## config.mk

```make
export PLATFORM = sky130hd
export DESIGN_NAME = mem_port_arbiter
export DESIGN_NICKNAME = d
export VERILOG_FILES = /design/src/rtl/mem_port_arbiter.sv
export SDC_FILE = /design/constraint.sdc
export NUM_CORES = 1
export LEC_CHECK = 0
export BUFFER_PORTS_ARGS = -buffer_cell sky130_fd_sc_hd__buf_2
export CORE_AREA = 10 10 99 101
export CTS_CLUSTER_DIAMETER = 30
export DETAILED_ROUTE_END_ITERATION = 8
export DIE_AREA = 0 0 109 111
export GPL_TIMING_DRIVEN = 1
export PLACE_DENSITY = 0.66
export REMOVE_ABC_BUFFERS = 1
export SYNTH_ARGS = -nofsm -noshare
export SYNTH_HDL_FRONTEND = slang
export SYNTH_SLANG_ARGS = --single-unit
```

## constraint.sdc

```tcl
create_clock -name clk -period 1.2 [get_ports clk]
set_clock_uncertainty 0.05 [all_clocks]
set_input_delay 0 -clock clk [delete_from_list [all_inputs] [get_ports clk]]
set_output_delay 0 -clock clk [all_outputs]
set_load 0.005 [all_outputs]
```

## src/rtl/mem_port_arbiter.sv

```systemverilog
// Two-port arbiter for the core's shared instruction/data memory.
// The data port wins contention unless it has won STREAK_MAX contended grants in a row.
// One transaction is in flight at a time. Stores finish in their grant cycle. Reads hold
// the memory until the response comes back.
module mem_port_arbiter #(
    parameter int unsigned ADDR_W     = 32,
    parameter int unsigned DATA_W     = 32,
    parameter int unsigned MEM_LAT    = 1,
    parameter int unsigned STREAK_MAX = 4
) (
    input  logic                clk,
    input  logic                reset,
    input  logic                if_req,
    input  logic [ADDR_W-1:0]   if_addr,
    output logic                if_gnt,
    output logic                if_rvalid,
    output logic [DATA_W-1:0]   if_rdata,
    input  logic                d_req,
    input  logic                d_we,
    input  logic [ADDR_W-1:0]   d_addr,
    input  logic [DATA_W-1:0]   d_wdata,
    input  logic [DATA_W/8-1:0] d_be,
    output logic                d_gnt,
    output logic                d_rvalid,
    output logic [DATA_W-1:0]   d_rdata,
    output logic                mem_req,
    output logic                mem_we,
    output logic [ADDR_W-1:0]   mem_addr,
    output logic [DATA_W-1:0]   mem_wdata,
    output logic [DATA_W/8-1:0] mem_be,
    input  logic [DATA_W-1:0]   mem_rdata,
    output logic                busy
);

    localparam logic [3:0] STREAK_LIM = 4'(STREAK_MAX);
    localparam logic [2:0] LAT_LOAD   = 3'(MEM_LAT);

    typedef enum logic {StIdle, StWait} state_e;

    state_e     state_q, state_d;
    logic [2:0] lat_q, lat_d;
    logic [3:0] streak_q, streak_d;
    logic       owner_q, owner_d;     // 1 = data port owns the outstanding read
    logic       grant_d, grant_if;
    logic       last_beat;

    // Winner selection; grants happen only in IDLE and never while reset is held.
    always_comb begin
        grant_d  = 1'b0;
        grant_if = 1'b0;
        if (!reset && state_q == StIdle) begin
            if (d_req && (!if_req || streak_q != STREAK_LIM)) begin
                grant_d = 1'b1;
            end else if (if_req) begin
                grant_if = 1'b1;
            end
        end
    end

    // The response is due in the WAIT cycle where the counter steps from 1 to 0.
    assign last_beat = (state_q == StWait) && (lat_q == 3'd1);

    // State register plus latency counter, streak counter and read owner.
    always_ff @(posedge clk) begin
        if (reset) begin
            state_q  <= StIdle;
            lat_q    <= 3'd0;
            streak_q <= 4'd0;
            owner_q  <= 1'b0;
        end else begin
            state_q  <= state_d;
            lat_q    <= lat_d;
            streak_q <= streak_d;
            owner_q  <= owner_d;
        end
    end

    // Next-state logic: any read grant moves to WAIT, and the final latency beat returns to IDLE.
    always_comb begin
        state_d = state_q;
        unique case (state_q)
            StIdle:  if (grant_if || (grant_d && !d_we)) state_d = StWait;
            StWait:  if (lat_q == 3'd1) state_d = StIdle;
            default: state_d = StIdle;
        endcase
    end

    // Next values for latency counter, streak counter and owner.
    always_comb begin
        lat_d    = lat_q;
        streak_d = streak_q;
        owner_d  = owner_q;
        if (state_q == StWait) begin
            lat_d = lat_q - 3'd1;
        end
        if (grant_if) begin
            streak_d = 4'd0;
            owner_d  = 1'b0;
            lat_d    = LAT_LOAD;
        end
        if (grant_d) begin
            // Only contended data wins extend the streak.
            if (if_req) begin
                streak_d = (streak_q == STREAK_LIM) ? streak_q : streak_q + 4'd1;
            end else begin
                streak_d = 4'd0;
            end
            if (!d_we) begin
                owner_d = 1'b1;
                lat_d   = LAT_LOAD;
            end
        end
    end

    // Output logic: memory strobe and fields from the winner, and read data routed to its owner.
    always_comb begin
        if_gnt    = grant_if;
        d_gnt     = grant_d;
        mem_req   = grant_if | grant_d;
        mem_we    = 1'b0;
        mem_addr  = '0;
        mem_wdata = '0;
        mem_be    = '0;
        if_rvalid = 1'b0;
        if_rdata  = '0;
        d_rvalid  = 1'b0;
        d_rdata   = '0;
        busy      = !reset && (state_q == StWait);
        if (grant_d) begin
            mem_we    = d_we;
            mem_addr  = d_addr;
            mem_wdata = d_wdata;
            mem_be    = d_be;
        end else if (grant_if) begin
            mem_addr  = if_addr;
            mem_be    = '1;
        end
        if (!reset && last_beat) begin
            if (owner_q) begin
                d_rvalid = 1'b1;
                d_rdata  = mem_rdata;
            end else begin
                if_rvalid = 1'b1;
                if_rdata  = mem_rdata;
            end
        end
    end

endmodule
```

==> impl_metrics.ini, run 1 <==
[drt]
route.met3.wl_um = 1720
avgRoutedWirePerCell_um = 19.6
drtAntennaViolNets = 0
dr.pass1.iters = 4
wl_met1_um = 4790
drc = 0
dr_total_vias = 3471
highest_layer = met4
drt_iter0_markers = 133
wl_um = 13800
routed_via_density = 4.94
wl_met2_um = 6930

[outcome]
violations = setup timing
outcome = finished with violations

[floorplanning]
dieArea_mm2 = 0.0121
die_w_um = 109
row_count = 33
ios = 276
start_util = 0.240
die_h_um = 111
core_mm2 = 0.00797

[clock_tree]
clock_path_buffers = 2
clk_pin_slew_ns = 0.05
ctsHtreeMaxLevel = 1
cts.sinks = 9
cts_tree = done
numCtsBuffers = 3
clock_latency_ns = 0.24
cts-root-buf = clkbuf_8

[sta]
timing.final.ws_setup_ns = -0.474
worstMarginPinSlew_ns = 0.367
slew_headroom = 0.755
drv_slew = 0
finalHoldViolations = 0
fmax_mhz = 597
period_minus_slack_ns = 1.67
fin_setup_tns_ns = -57.48
finalCritPeriodShare = 1.39
rsz0062_at_grt = yes
setup_viol = 144

[final_layout]
drive_gt1_frac = 0.737
nNetsFinal = 738
mostFrequentLayoutCell = buf_2
final_cell_mix = 229 x buf_2, 54 x buf_6, 53 x and2_1
finish.utilization = 0.587
syn2layout_area_growth_pct = 145
finalNonFillerCells = 703

[critical_path]
critical_path_buf_inv_count = 3
cp-start-kind = register
ff2ff_setup_slack_ns = -0.28
path_cells = inv_2, ha_4, nor2b_4, and3b_2, clkbuf_16, and2_1, buf_2
crit_slowest_cell = dfxtp_2
cp_max_fo = 16
timing_worst_setup_path_type = register to primary output
cpLargestDelayFamily = simple AND/OR/NAND/NOR gates
end_kind = primary output
critical_path_required_ns = 1.15
cpPeakStageDelay_ns = 0.31
arrival_ns = 1.62

[global_route]
grt_pass1_vias = 3408
grt_pass1_wl_um = 18300
grt-ovfl-total = 0
antenna_found_initial = 2
grt_max_degree = 55
track_usage = 0.184

[synth]
yosys.area.top_type = and2_1
ys_types = 39
synth-compound-area-share = 0.147
synthArstFlopShare = 0
synthSimpleGateAreaFrac = 0.625
synth-edff-count = 0
yosys_most_used_dff = dfxtp_1
ys_seq_area_frac = 0.0944
avgSynthCellArea_um2 = 6.32
ys_ff_latch = 9
synth_xor_area_frac = 0.00459
synthCells = 302
synth_top_family_by_area = simple AND/OR/NAND/NOR gates
synth_warnings = 0
synth.area.top_cells = and2_1 32%, nand4_1 11%, dfxtp_1 9.4%, o21ai_0 9.4%, nand3_1 8.9%
synth_mux_area_frac = 0
synthesis.area_mm2 = 0.00191
netlist.area_leader.share = 0.321
synthAdderAreaFrac = 0.0262

[job]
maxCapViolCount = 0

[power_and_ir_drop]
power.total_uw = 1900
p_per_area_mw_per_mm2 = 405
p_leak_uw = 0.00245
irDropWorstVdd_mv = 0.228

[min_path]
min_path_type = input port to register

[placement]
place_congestion = 0.926
dp_hpwl_um = 10100
dp.cells = 679
io_buffers = 275
power breakdown:
part,switching (µW),internal (µW)
logic,542,633
registers,23.4,320
clock network,145,234
kinds of logic after synthesis:
logic type	after synthesis
AOI/OAI and AO/OA	52
DFF	9
adders and majority gates	4
xor gates and xnor gates	1
buffers and inverters	41
and+or+nand+nor	195
synthesized netlist by cell type, types with 3 or more instances:
| library cell | number |
|---|---|
| a21oi_1 | 8 |
| and2_1 | 98 |
| buf_2 | 11 |
| buf_6 | 3 |
| clkbuf_1 | 16 |
| dfxtp_1 | 9 |
| ha_1 | 4 |
| inv_1 | 6 |
| nand2_1 | 4 |
| nand3_1 | 34 |
| nand4_1 | 34 |
| nor2_1 | 6 |
| o21ai_0 | 36 |
registers in the layout, summed over array words and instances, names as in the netlist:
signal    flops
lat_q         3
owner_q       1
state_q       1
streak_q      4
through the flow:
stage	worst slack, ns	hold slack [ns]	cell area, µm²
after floorplan	-2.18	-0.0195	1740
after global placement	-0.279	0.222	3550
after detailed placement	-0.321	0.220	3550
after CTS	-0.404	0.0400	3820
after global routing	-0.542	0.0941	4680
final	-0.474	0.0641	4680
worst paths after layout:
kind                                 start                       end  cells past startpoint
hold reg to reg         state_q$_SDFF_PP0_        state_q$_SDFF_PP0_                      1
hold / removal                       reset  streak_q[0]$_SDFFE_PP0P_                      2
setup reg to reg  streak_q[0]$_SDFFE_PP0P_       lat_q[0]$_SDFF_PP0_                      6
setup / recovery       lat_q[1]$_SDFF_PP0_              if_rdata[23]                      7
what timing repair did:
action                                 in CTS  in global routing
setup endpoints to repair                 148                147
gates resized for setup                    66                150
endpoints found under the hold margin       0                  0
setup buffers                               1                  7
cloned                                      4                  7
pin swaps                                  20                 78
hold buffers                                0                  0
final cells by class:
cell class	count	area [µm²]
antenna	2	5.00
clock buffer	4	45.0
fill	680	3290
inverter	6	22.5
multi-input combinational	252	1930
sequential	9	189
tap	105	131
timing repair buffer	325	2350
routing by layer:
metal,vias to the layer above,track usage
li1,1648,-
met1,1603,0.186
met2,199,0.327
met3,21,0.0866
met4,0,0.0466
met5,-,0
No activity file was read; power rests on OpenSTA's default activity.
==> run 2: changes to the inputs <==
--- a/config.mk
+++ b/config.mk
@@ -5,13 +5,14 @@
 export SDC_FILE = /design/constraint.sdc
 export NUM_CORES = 1
 export LEC_CHECK = 0
+export ABC_AREA = 1
 export BUFFER_PORTS_ARGS = -buffer_cell sky130_fd_sc_hd__buf_2
-export CORE_AREA = 10 10 99 101
+export CORE_AREA = 10 10 98 100
 export CTS_CLUSTER_DIAMETER = 30
 export DETAILED_ROUTE_END_ITERATION = 8
-export DIE_AREA = 0 0 109 111
+export DIE_AREA = 0 0 108 110
 export GPL_TIMING_DRIVEN = 1
-export PLACE_DENSITY = 0.66
+export PLACE_DENSITY = 0.65
 export REMOVE_ABC_BUFFERS = 1
 export SYNTH_ARGS = -nofsm -noshare
 export SYNTH_HDL_FRONTEND = slang
==> impl_metrics.ini, run 2 <==
[outcome]
outcome = finished with violations
violations = setup timing

[drt]
avgRoutedWirePerCell_um = 20.8
routed_via_density = 4.64
dr.pass1.iters = 4
drt_iter0_markers = 232
drtAntennaViolNets = 0
dr_total_vias = 3710
wl_um = 16700
drc = 0

[power_and_ir_drop]
p_leak_uw = 0.00309
power.total_uw = 2490
irDropWorstVdd_mv = 0.246
p_per_area_mw_per_mm2 = 477

[final_layout]
syn2layout_area_growth_pct = 203
drive_gt1_frac = 0.729
final-seq-area_um2 = 186
top_regs = streak_q (4), lat_q (3)
nNetsFinal = 837
largest_reg_flops = 4
mostFrequentLayoutCell = buf_2
multi_input_area_mm2 = 0.00195
post-route-cell-area_mm2 = 0.00523
fill_cells = 522
final_cell_mix = 231 x buf_2, 84 x nor2_4, 76 x inv_1
top_register = streak_q
finish.utilization = 0.684

[clock_tree]
clk_pin_slew_ns = 0.05
numCtsBuffers = 3
cts.sinks = 9
ctsHtreeMaxLevel = 1
cts_tree = done
cts-root-buf = clkbuf_8
clock_latency_ns = 0.24
clock_path_buffers = 2

[placement]
place_area_mm2 = 0.00336
place_congestion = 0.949
dp_hpwl_um = 10100
io_buffers = 275

[sta]
finalCritPeriodShare = 1.47
rsz0062_at_grt = yes
slew_headroom = 0.687
setup_viol = 146
timing.final.ws_setup_ns = -0.563
finalHoldViolations = 0
period_minus_slack_ns = 1.76
fmax_mhz = 567
worstMarginPinSlew_ns = 0.469
drv_slew = 0
fin_setup_tns_ns = -65.93

[global_route]
grt-ovfl-total = 0
grt_pass1_wl_um = 19100
track_usage = 0.203
grt_pass1_vias = 3611
antenna_found_initial = 4
grt_max_degree = 27
grt_use_met3 = 0.0859
use_met2 = 0.394
grtUsageMet1 = 0.180
busiest_layer = met2

[synth]
synthArstFlopShare = 0
avgSynthCellArea_um2 = 4.73
ys_types = 21
ys_top_cells_by_count = 112 x nand2_1, 111 x nor2_1, 82 x inv_1
ys_seq_area_frac = 0.104
synthCells = 365
yosys_most_used_dff = dfxtp_1
synthesis.area_mm2 = 0.00173
synth_warnings = 0
synth.area.top_cells = nand2_1 24%, nor2_1 24%, inv_1 18%, dfxtp_1 10%, buf_6 5.2%
yosys.area.top_type = nand2_1
synth-edff-count = 0
ys_ff_latch = 9
synth.most_common_cell = nand2_1
netlist.area_leader.share = 0.243

[critical_path]
cp_common_cell = nand2_2
path_cells = inv_2, ha_4, nand2_2, inv_2, nand2_4, nand2_4, inv_4, nand2_8, inv_8, buf_12, buf_6, nand2_2, nand2_2, buf_6
cp-start-kind = register
critical_path_buf_inv_count = 7
end_kind = primary output
crit_slowest_cell = dfxtp_2
cp_max_fo = 5
cpLargestDelayFamily = buffers and inverters
arrival_ns = 1.71
cpPeakStageDelay_ns = 0.32
timing_worst_setup_path_type = register to primary output
critical_path_required_ns = 1.15

[min_path]
min_path_type = input port to register

[floorplanning]
start_util = 0.226
ios = 276
die_h_um = 110
core_mm2 = 0.00765
die_w_um = 108
row_count = 32
dieArea_mm2 = 0.0119

[job]
maxCapViolCount = 0
==> run 2: routing by layer <==
layer | vias to the layer above | wire [µm]
met5 | - | 13
met1 | 1697 | 5480
met2 | 269 | 8660
li1 | 1692 | -
met3 | 50 | 1750
met4 | 2 | 752
==> run 2: what timing repair did <==
| item | in CTS | in global routing |
|---|---|---|
| pin swaps | 14 | 19 |
| hold buffers | 1 | 0 |
| endpoints found under the hold margin | 1 | 0 |
| gates resized for setup | 121 | 218 |
| buffers inserted | 22 | 13 |
| setup endpoints to repair | 146 | 148 |
| gates cloned | 10 | 3 |
==> run 2: path summary, 6_finish.rpt <==
kind | start | to | slack [ns] | depth (start not counted)
setup / recovery | streak_q[0]$_SDFFE_PP0P_ | mem_addr[2] | -0.56 | 14
hold / removal | reset | streak_q[3]$_SDFFE_PP0P_ | 0.09 | 3
setup reg to reg | streak_q[0]$_SDFFE_PP0P_ | lat_q[1]$_SDFF_PP0_ | -0.49 | 12
hold reg to reg | owner_q$_SDFF_PP0_ | owner_q$_SDFF_PP0_ | 0.52 | 2
==> run 2: logic make-up after synthesis <==
| kind of cell | count (synthesis) | share of synthesized area |
|---|---|---|
| buf+inv | 102 | 0.270 |
| fa+ha+maj | 4 | 0.0290 |
| simple gates | 242 | 0.564 |
| compound gates | 6 | 0.0225 |
| flops | 9 | 0.104 |
| xor+xnor | 2 | 0.0101 |
==> run 2: cell type report <==
cell class | count | share of cell area
multi-input cells | 254 | 0.373
repair buffers | 340 | 0.487
flip-flops and latches | 9 | 0.0357
diodes | 3 | 0.00144
well taps | 102 | 0.0244
clock buffers | 3 | 0.00790
clock inverters | 1 | 0.000957
inverters | 87 | 0.0677
repair inverters | 1 | 0.00168
==> run 2: worst reg2reg max path, cell delays in order (launching register included) <==
cell	delay (ns)
dfxtp_2	0.32
inv_2	0.08
ha_4	0.13
nand2_2	0.05
inv_2	0.07
nand2_4	0.07
buf_4	0.14
buf_6	0.11
buf_6	0.10
buf_6	0.11
nand4_1	0.16
nand2_1	0.13
nor2_1	0.11
==> run 2: stage by stage <==
step / setup WS, ns / std cells / hold slack, ns
3_5_place_dp: -0.267 / 757 / 0.205
3_3_place_gp: -0.268 / 757 / 0.209
2_1_floorplan: -0.455 / 350 / 0.0191
4_1_cts: -0.524 / 788 / 0.0641
6_report: -0.563 / 800 / 0.0893
5_1_grt: -0.625 / 800 / 0.106
==> run 2: power breakdown <==
part           switching (µW)  total [µW]  internal (µW)
Sequential               31.8         364            332
Clock                     143         372            228
Combinational             903        1760            854
